`src/rtl/sw_pe_cfg_pkg.sv`:
```
// Shared types and helpers for the Smith-Waterman PE array.
// Saturating arithmetic is width-generic via a runtime width argument.
package sw_pkg;

  localparam int SYM_W_DNA  = 2;
  localparam int SYM_W_PROT = 5;

  localparam logic [1:0] NT_A = 2'd0;
  localparam logic [1:0] NT_C = 2'd1;
  localparam logic [1:0] NT_G = 2'd2;
  localparam logic [1:0] NT_T = 2'd3;

  function automatic logic signed [31:0] neg_inf(
    input int w
  );
    return -(32'sd1 <<< (w - 1));
  endfunction

  // Exact sum at 33 bits, then clamp to a w-bit signed range.
  function automatic logic signed [31:0] sat_add(
    input logic signed [31:0] a,
    input logic signed [31:0] b,
    input int                 w
  );
    logic signed [32:0] s;
    logic signed [32:0] hi;
    logic signed [32:0] lo;
    s  = 33'(a) + 33'(b);
    hi = (33'sd1 <<< (w - 1)) - 33'sd1;
    lo = -(33'sd1 <<< (w - 1));
    if (s > hi) return hi[31:0];
    if (s < lo) return lo[31:0];
    return s[31:0];
  endfunction

endpackage

```
`src/rtl/sw_pe_cfg_if.sv`:
```
// Data/config bundle for one PE: chain inputs, programmable scores,
// and registered chain outputs.
interface sw_pe_cfg_if #(
  parameter int WIDTH   = 12,
  parameter int SYM_W   = 2,
  parameter int SCORE_W = 6,
  parameter int POS_W   = 16
);

  logic                      stall;
  logic                      local_mode;
  logic signed [SCORE_W-1:0] match_reward;
  logic signed [SCORE_W-1:0] mismatch_pen;
  logic signed [SCORE_W-1:0] gap_open_pen;
  logic signed [SCORE_W-1:0] gap_extend_pen;
  logic signed [WIDTH-1:0]   V_in;
  logic signed [WIDTH-1:0]   F_in;
  logic [SYM_W-1:0]          T_in;
  logic [SYM_W-1:0]          S_in;
  logic                      store_S_in;
  logic                      init_in;
  logic signed [WIDTH-1:0]   init_V;
  logic signed [WIDTH-1:0]   init_E;
  logic signed [WIDTH-1:0]   V_out;
  logic signed [WIDTH-1:0]   E_out;
  logic signed [WIDTH-1:0]   F_out;
  logic [SYM_W-1:0]          T_out;
  logic [SYM_W-1:0]          S_out;
  logic                      store_S_out;
  logic                      init_out;
  logic signed [WIDTH-1:0]   best_out;
  logic [POS_W-1:0]          best_pos_out;

  modport slave (
    input  stall, local_mode,
    input  match_reward, mismatch_pen,
    input  gap_open_pen, gap_extend_pen,
    input  V_in, F_in, T_in, S_in,
    input  store_S_in, init_in,
    input  init_V, init_E,
    output V_out, E_out, F_out,
    output T_out, S_out,
    output store_S_out, init_out,
    output best_out, best_pos_out
  );

  modport master (
    output stall, local_mode,
    output match_reward, mismatch_pen,
    output gap_open_pen, gap_extend_pen,
    output V_in, F_in, T_in, S_in,
    output store_S_in, init_in,
    output init_V, init_E,
    input  V_out, E_out, F_out,
    input  T_out, S_out,
    input  store_S_out, init_out,
    input  best_out, best_pos_out
  );

endinterface

```
`src/rtl/sw_max3_floor.sv`:
```
// Three-input signed max, optionally floored at zero.
// Ties resolve to the earliest input.
module sw_max3_floor #(
  parameter int WIDTH = 12
) (
  input  logic signed [WIDTH-1:0] a,
  input  logic signed [WIDTH-1:0] b,
  input  logic signed [WIDTH-1:0] c,
  input  logic                    floor_en,
  output logic signed [WIDTH-1:0] y
);

  logic signed [WIDTH-1:0] ab;
  logic signed [WIDTH-1:0] abc;

  always_comb begin
    ab  = (b > a) ? b : a;
    abc = (c > ab) ? c : ab;
    y   = abc;
    if (floor_en && abc[WIDTH-1]) y = '0;
  end

endmodule

```
`src/rtl/sw_pe_cfg.sv`:
```
// One affine-gap Smith-Waterman systolic PE with runtime scores,
// saturation, global stall and best-score/position tracking.
module sw_pe_cfg
  import sw_pkg::*;
#(
  parameter int WIDTH   = 12,
  parameter int SYM_W   = SYM_W_DNA,
  parameter int SCORE_W = 6,
  parameter int POS_W   = 16
) (
  input logic        clk,
  input logic        rst_n,
  sw_pe_cfg_if.slave bus
);

  localparam logic signed [WIDTH-1:0] NEG =
    WIDTH'(neg_inf(WIDTH));

  logic signed [WIDTH-1:0] v_q, e_q, f_q;
  logic signed [WIDTH-1:0] vd_q, best_q;
  logic [SYM_W-1:0]        t_q, s_q;
  logic                    init_q, sts_q;
  logic [POS_W-1:0]        pos_q, bpos_q;

  logic signed [SCORE_W-1:0] sub;
  logic signed [WIDTH-1:0]   e_open, e_ext;
  logic signed [WIDTH-1:0]   f_open, f_ext;
  logic signed [WIDTH-1:0]   new_e, new_f;
  logic signed [WIDTH-1:0]   diag, new_v;
  logic                      take_best;

  always_comb begin
    sub = (s_q == bus.T_in) ? bus.match_reward
                            : bus.mismatch_pen;
    e_open = WIDTH'(sat_add(32'(v_q),
               32'(bus.gap_open_pen), WIDTH));
    e_ext  = WIDTH'(sat_add(32'(e_q),
               32'(bus.gap_extend_pen), WIDTH));
    f_open = WIDTH'(sat_add(32'(bus.V_in),
               32'(bus.gap_open_pen), WIDTH));
    f_ext  = WIDTH'(sat_add(32'(bus.F_in),
               32'(bus.gap_extend_pen), WIDTH));
    diag   = WIDTH'(sat_add(32'(vd_q),
               32'(sub), WIDTH));
    new_e  = (e_ext > e_open) ? e_ext : e_open;
    new_f  = (f_ext > f_open) ? f_ext : f_open;
  end

  sw_max3_floor #(.WIDTH(WIDTH)) u_max (
    .a        (new_e),
    .b        (new_f),
    .c        (diag),
    .floor_en (bus.local_mode),
    .y        (new_v)
  );

  // First scored cycle of a run always seeds the tracker.
  assign take_best = bus.init_in &&
                     (!init_q || (new_v > best_q));

  always_ff @(posedge clk or negedge rst_n) begin
    if (!rst_n) begin
      v_q    <= '0;
      e_q    <= '0;
      f_q    <= '0;
      vd_q   <= '0;
      best_q <= '0;
      t_q    <= '0;
      s_q    <= '0;
      init_q <= 1'b0;
      sts_q  <= 1'b0;
      pos_q  <= '0;
      bpos_q <= '0;
    end else if (!bus.stall) begin
      t_q    <= bus.T_in;
      vd_q   <= bus.V_in;
      init_q <= bus.init_in;
      sts_q  <= bus.store_S_in;
      if (bus.store_S_in) s_q <= bus.S_in;
      if (bus.init_in) begin
        v_q   <= new_v;
        e_q   <= new_e;
        f_q   <= new_f;
        pos_q <= pos_q + POS_W'(1);
      end else begin
        v_q   <= bus.init_V;
        e_q   <= bus.init_E;
        f_q   <= NEG;
        pos_q <= '0;
      end
      if (take_best) begin
        best_q <= new_v;
        bpos_q <= pos_q;
      end
    end
  end

  assign bus.V_out        = v_q;
  assign bus.E_out        = e_q;
  assign bus.F_out        = f_q;
  assign bus.T_out        = t_q;
  assign bus.S_out        = s_q;
  assign bus.store_S_out  = sts_q;
  assign bus.init_out     = init_q;
  assign bus.best_out     = best_q;
  assign bus.best_pos_out = bpos_q;

endmodule

```
`src/flat_wrapper.sv`:
```
// flat-port wrapper written by rule: the top's interface ports become plain ports
module sw_pe_cfg_flat import sw_pkg::*;
#(
  parameter int WIDTH   = 12,
  parameter int SYM_W   = SYM_W_DNA,
  parameter int SCORE_W = 6,
  parameter int POS_W   = 16
)
  (clk, rst_n, bus_stall, bus_local_mode, bus_match_reward, bus_mismatch_pen, bus_gap_open_pen, bus_gap_extend_pen, bus_V_in, bus_F_in, bus_T_in, bus_S_in, bus_store_S_in, bus_init_in, bus_init_V, bus_init_E, bus_V_out, bus_E_out, bus_F_out, bus_T_out, bus_S_out, bus_store_S_out, bus_init_out, bus_best_out, bus_best_pos_out);
  sw_pe_cfg_if #(.WIDTH(WIDTH), .SYM_W(SYM_W), .SCORE_W(SCORE_W), .POS_W(POS_W)) bus_i ();
  input logic clk;
  input logic rst_n;
  input wire logic [$bits(bus_i.stall)-1:0] bus_stall;
  input wire logic [$bits(bus_i.local_mode)-1:0] bus_local_mode;
  input wire logic [$bits(bus_i.match_reward)-1:0] bus_match_reward;
  input wire logic [$bits(bus_i.mismatch_pen)-1:0] bus_mismatch_pen;
  input wire logic [$bits(bus_i.gap_open_pen)-1:0] bus_gap_open_pen;
  input wire logic [$bits(bus_i.gap_extend_pen)-1:0] bus_gap_extend_pen;
  input wire logic [$bits(bus_i.V_in)-1:0] bus_V_in;
  input wire logic [$bits(bus_i.F_in)-1:0] bus_F_in;
  input wire logic [$bits(bus_i.T_in)-1:0] bus_T_in;
  input wire logic [$bits(bus_i.S_in)-1:0] bus_S_in;
  input wire logic [$bits(bus_i.store_S_in)-1:0] bus_store_S_in;
  input wire logic [$bits(bus_i.init_in)-1:0] bus_init_in;
  input wire logic [$bits(bus_i.init_V)-1:0] bus_init_V;
  input wire logic [$bits(bus_i.init_E)-1:0] bus_init_E;
  output wire logic [$bits(bus_i.V_out)-1:0] bus_V_out;
  output wire logic [$bits(bus_i.E_out)-1:0] bus_E_out;
  output wire logic [$bits(bus_i.F_out)-1:0] bus_F_out;
  output wire logic [$bits(bus_i.T_out)-1:0] bus_T_out;
  output wire logic [$bits(bus_i.S_out)-1:0] bus_S_out;
  output wire logic [$bits(bus_i.store_S_out)-1:0] bus_store_S_out;
  output wire logic [$bits(bus_i.init_out)-1:0] bus_init_out;
  output wire logic [$bits(bus_i.best_out)-1:0] bus_best_out;
  output wire logic [$bits(bus_i.best_pos_out)-1:0] bus_best_pos_out;
  assign bus_i.stall = bus_stall;
  assign bus_i.local_mode = bus_local_mode;
  assign bus_i.match_reward = bus_match_reward;
  assign bus_i.mismatch_pen = bus_mismatch_pen;
  assign bus_i.gap_open_pen = bus_gap_open_pen;
  assign bus_i.gap_extend_pen = bus_gap_extend_pen;
  assign bus_i.V_in = bus_V_in;
  assign bus_i.F_in = bus_F_in;
  assign bus_i.T_in = bus_T_in;
  assign bus_i.S_in = bus_S_in;
  assign bus_i.store_S_in = bus_store_S_in;
  assign bus_i.init_in = bus_init_in;
  assign bus_i.init_V = bus_init_V;
  assign bus_i.init_E = bus_init_E;
  assign bus_V_out = bus_i.V_out;
  assign bus_E_out = bus_i.E_out;
  assign bus_F_out = bus_i.F_out;
  assign bus_T_out = bus_i.T_out;
  assign bus_S_out = bus_i.S_out;
  assign bus_store_S_out = bus_i.store_S_out;
  assign bus_init_out = bus_i.init_out;
  assign bus_best_out = bus_i.best_out;
  assign bus_best_pos_out = bus_i.best_pos_out;
  sw_pe_cfg #(.WIDTH(WIDTH), .SYM_W(SYM_W), .SCORE_W(SCORE_W), .POS_W(POS_W)) u_core (.clk(clk), .rst_n(rst_n), .bus(bus_i));
endmodule
```
`config.mk`:
```
export PLATFORM = sky130hd
export DESIGN_NAME = sw_pe_cfg_flat
export DESIGN_NICKNAME = d
export VERILOG_FILES = /design/src/rtl/sw_pe_cfg_pkg.sv /design/src/rtl/sw_pe_cfg_if.sv /design/src/rtl/sw_max3_floor.sv /design/src/rtl/sw_pe_cfg.sv /design/src/flat_wrapper.sv
export SDC_FILE = /design/constraint.sdc
export NUM_CORES = 1
export LEC_CHECK = 0
export ABC_AREA = 1
export ABC_CLOCK_PERIOD_IN_PS = 10300
export BUFFER_PORTS_ARGS = -buffer_cell sky130_fd_sc_hd__buf_4
export CAP_MARGIN = 10
export CORE_MARGIN = 5
export CORE_UTILIZATION = 50
export DETAILED_ROUTE_END_ITERATION = 8
export HOLD_SLACK_MARGIN = 0.1
export PLACE_DENSITY = 0.72
export SETUP_SLACK_MARGIN = 0.02
export SLEW_MARGIN = 20
export SYNTH_ARGS = -nofsm -noshare
export SYNTH_HDL_FRONTEND = slang
export SYNTH_SLANG_ARGS = --single-unit
```
`constraint.sdc`:
```
create_clock -name clk -period 10.3 [get_ports clk]
set_clock_uncertainty 0.1 [all_clocks]
set_input_delay 1.03 -clock clk [delete_from_list [all_inputs] [get_ports clk]]
set_output_delay 1.03 -clock clk [all_outputs]
set_load 0.05 [all_outputs]
```
==> out/results.ini <==
[run_status]
outcome=finished clean

[synthesis]
ys_warn_count=0
synth-seq-cells=98
async_flop_share_pct=100
synth_top_area_share_pct=25.1
syn_area_per_cell_um2=6.60
ys_seq_area_share_pct=25.1
mappedNetlistArea_um2=9760
synthCells=1478
synth_area_leaders=dfrtp_1 (25%), nand2_1 (20%), ha_1 (15%)
synth_edf_count=0
synth.distinct_cells=48
synth_commonest_cells=nand2_1 (509), inv_1 (195), ha_1 (118)
ys.flop_type=dfrtp_1
syn_nets=1683
post-synth-top-area-cell=dfrtp_1
yosysMostFrequentCell=nand2_1

[worst_setup_path]
required_ns=10.44
reg2reg_from=u_core.bus.V_out[0]
crit_top_cell=nand2_1
cp_max_fo=42
critPathTopFamily=simple AND/OR/NAND/NOR gates
critical_path_buf_inv_count=12
r2r-end=u_core.bus.best_pos_out[9]
criticalPathCategory=primary input to register
r2r_cells=62
cp.arrival_ns=9.45
max_stage_delay_ns=0.39
critPathSlowestCell=fa_1
ff2ff_setup_slack_ns=1.40
cp-start-kind=primary input
cp-end-kind=register

[finish]
nets=1830
drive_above_1_share_pct=14.9
synthToLayoutAreaGrowth_pct=19.0
n_antenna_cell=0
nFillCells=1904

[floorplan]
die_area_um2=22400
start_util_pct=50.5
dieHeight_um=150
pin_count=152
num_rows=51
die_x_um=150
core_um2=19300

[cts]
cts_max_level=3
cts_buffer_depth=2
cts.hold.buffers_added=0
path_clk_slew_ns=0.08
numCtsBuffers=9
cts.sinks=98
clock_latency_ns=0.36
cts_root_buffer=clkbuf_16
cts_tree=built

[routing]
ant_nets=0
first_pass_iters=5
routedWlPerCell_um=14.9
route.detailed.drc=0
drt_iter0_markers=502
routed_wl_um=28300
vias=9887
routed_via_density=5.22

[sta]
timing.hold.ws_ns=0.389
finalWorstSetupSlack_ns=0.995
hold_violations=0
setup_tns_ns=0
setup_viol=0
period_needed_ns=9.30
worst_pin_slew_ns=0.834
clock.fmax_ghz=0.107
slew_viol_final=0
period_share_pct=90.3
relSlewSlack_pct=44.2
rsz0062_at_grt=false

[global_route]
grt_max_degree=73
overflow=0
grt_pass1_vias=9246
gr-usage-all-layers_pct=25.2
antenna_found_initial=0
grt_pass1_wl_um=45400

[placed_design]
hpwl_um=22900
pre_cts_ws_ns=0.100
gp_congestion=0.981
portBuffers=151

[min_path]
worstHoldPathType=register to register
hp-start=u_core.bus.store_S_out
hold_end=u_core.bus.store_S_out
hold_path_depth=2

[job]
max-cap-violations=0

[flip-flops by register name, indices dropped and copies added, names as in the netlist]
name and cells:
u_core.bus.E_out 12, u_core.bus.F_out 12, u_core.bus.S_out 2, u_core.bus.T_out 2, u_core.bus.V_out 12, u_core.bus.best_out 12, u_core.bus.best_pos_out 16, u_core.bus.init_out 1
u_core.bus.store_S_out 1, u_core.pos_q 16, u_core.vd_q 12
[layout make-up]
| type | instances | area (um2) | share of cell area [%] |
|---|---|---|---|
| clock buffers | 9 | 225 | 1.94 |
| well taps | 265 | 332 | 2.86 |
| flip-flops and latches | 98 | 2450 | 21.1 |
| repair buffers | 177 | 1340 | 11.6 |
| inverters | 202 | 758 | 6.53 |
| multi-input cells | 1137 | 6410 | 55.2 |
| clock inverters | 7 | 95.1 | 0.819 |
[per-stage QoR]
step	cell area, um2	instances	util [%]
detailed placement	11200	1875	58.0
global placement	11200	1875	58.0
floorplan	9760	1478	-
finish	11600	1895	60.1
CTS	11500	1891	59.7
global route	11600	1895	60.1
[layout by cell type (no fill, tap or decap), drive strengths merged, types with 2 or more instances in the layout]
cell type  netlist  final
nand2          530    530
inv            198    201
buf             11    177
o21ai          120    120
ha             118    118
dfrtp           98     98
nor2            81     81
a21oi           80     80
nand3           64     64
xor2            27     27
nand4           26     26
xnor2           22     22
clkbuf          30      9
a31oi            7      7
mux2             7      7
nor3             6      6
o32ai            6      6
o22ai            5      5
fa               5      5
clkinv           4      5
and2             4      4
nand3b           4      4
o21bai           3      3
o21a             3      3
a21boi           3      3
or2              2      2
a21o             2      2
o211ai           2      2
clkinvlp         0      2
[metal layers]
metal	global-route usage (%)	wire length, um	up-vias
li1	-	-	5077
met1	34.8	13200	4469
met2	41.4	12700	299
met3	2.73	1660	42
met4	7.96	689	0
met5	0	0	-
[worst register-to-register path, delay by kind of cell (launching register included)]
kind | cells | cell delay, ns
compound gates | 9 | 1.55
simple gates | 36 | 3.93
xor+xnor | 1 | 0.14
flops | 1 | 0.42
fa+ha+maj | 6 | 1.83
buf+inv | 10 | 0.79
[timing repair]
action | in CTS | in global routing
gates resized for setup | 0 | 19
buffers inserted | 0 | 4
endpoints found under the setup margin | 0 | 28
[worst max path at each step]
stage	start	to	slack [ns]	depth (start not counted)
CTS	bus_gap_extend_pen[0]	u_core.bus.best_pos_out[11]	0.47	57
global placement	bus_gap_extend_pen[0]	u_core.bus.best_out[0]	0.21	57
floorplan	bus_F_in[0]	u_core.bus.best_out[11]	0.98	63
global route	bus_gap_open_pen[0]	u_core.bus.best_pos_out[12]	0.02	65
finish	bus_gap_open_pen[0]	u_core.bus.best_pos_out[9]	1.0	64
detailed placement	bus_gap_extend_pen[0]	u_core.bus.best_pos_out[9]	0.10	57
[cell families after synthesis]
group                    count (synthesis)  share of synthesized area (%)
AO/OA/AOI/OAI                          239                           13.4
XOR/XNOR                                49                           4.40
adder cells (fa/ha/maj)                123                           16.2
buffers and inverters                  243                           9.64
flip-flops                              98                           25.1
multiplexers                             7                          0.808
AND/OR/NAND/NOR                        719                           30.5
Power is not shown: default switching activity piles up to over one toggle a cycle in this logic, so the estimate is an artifact.
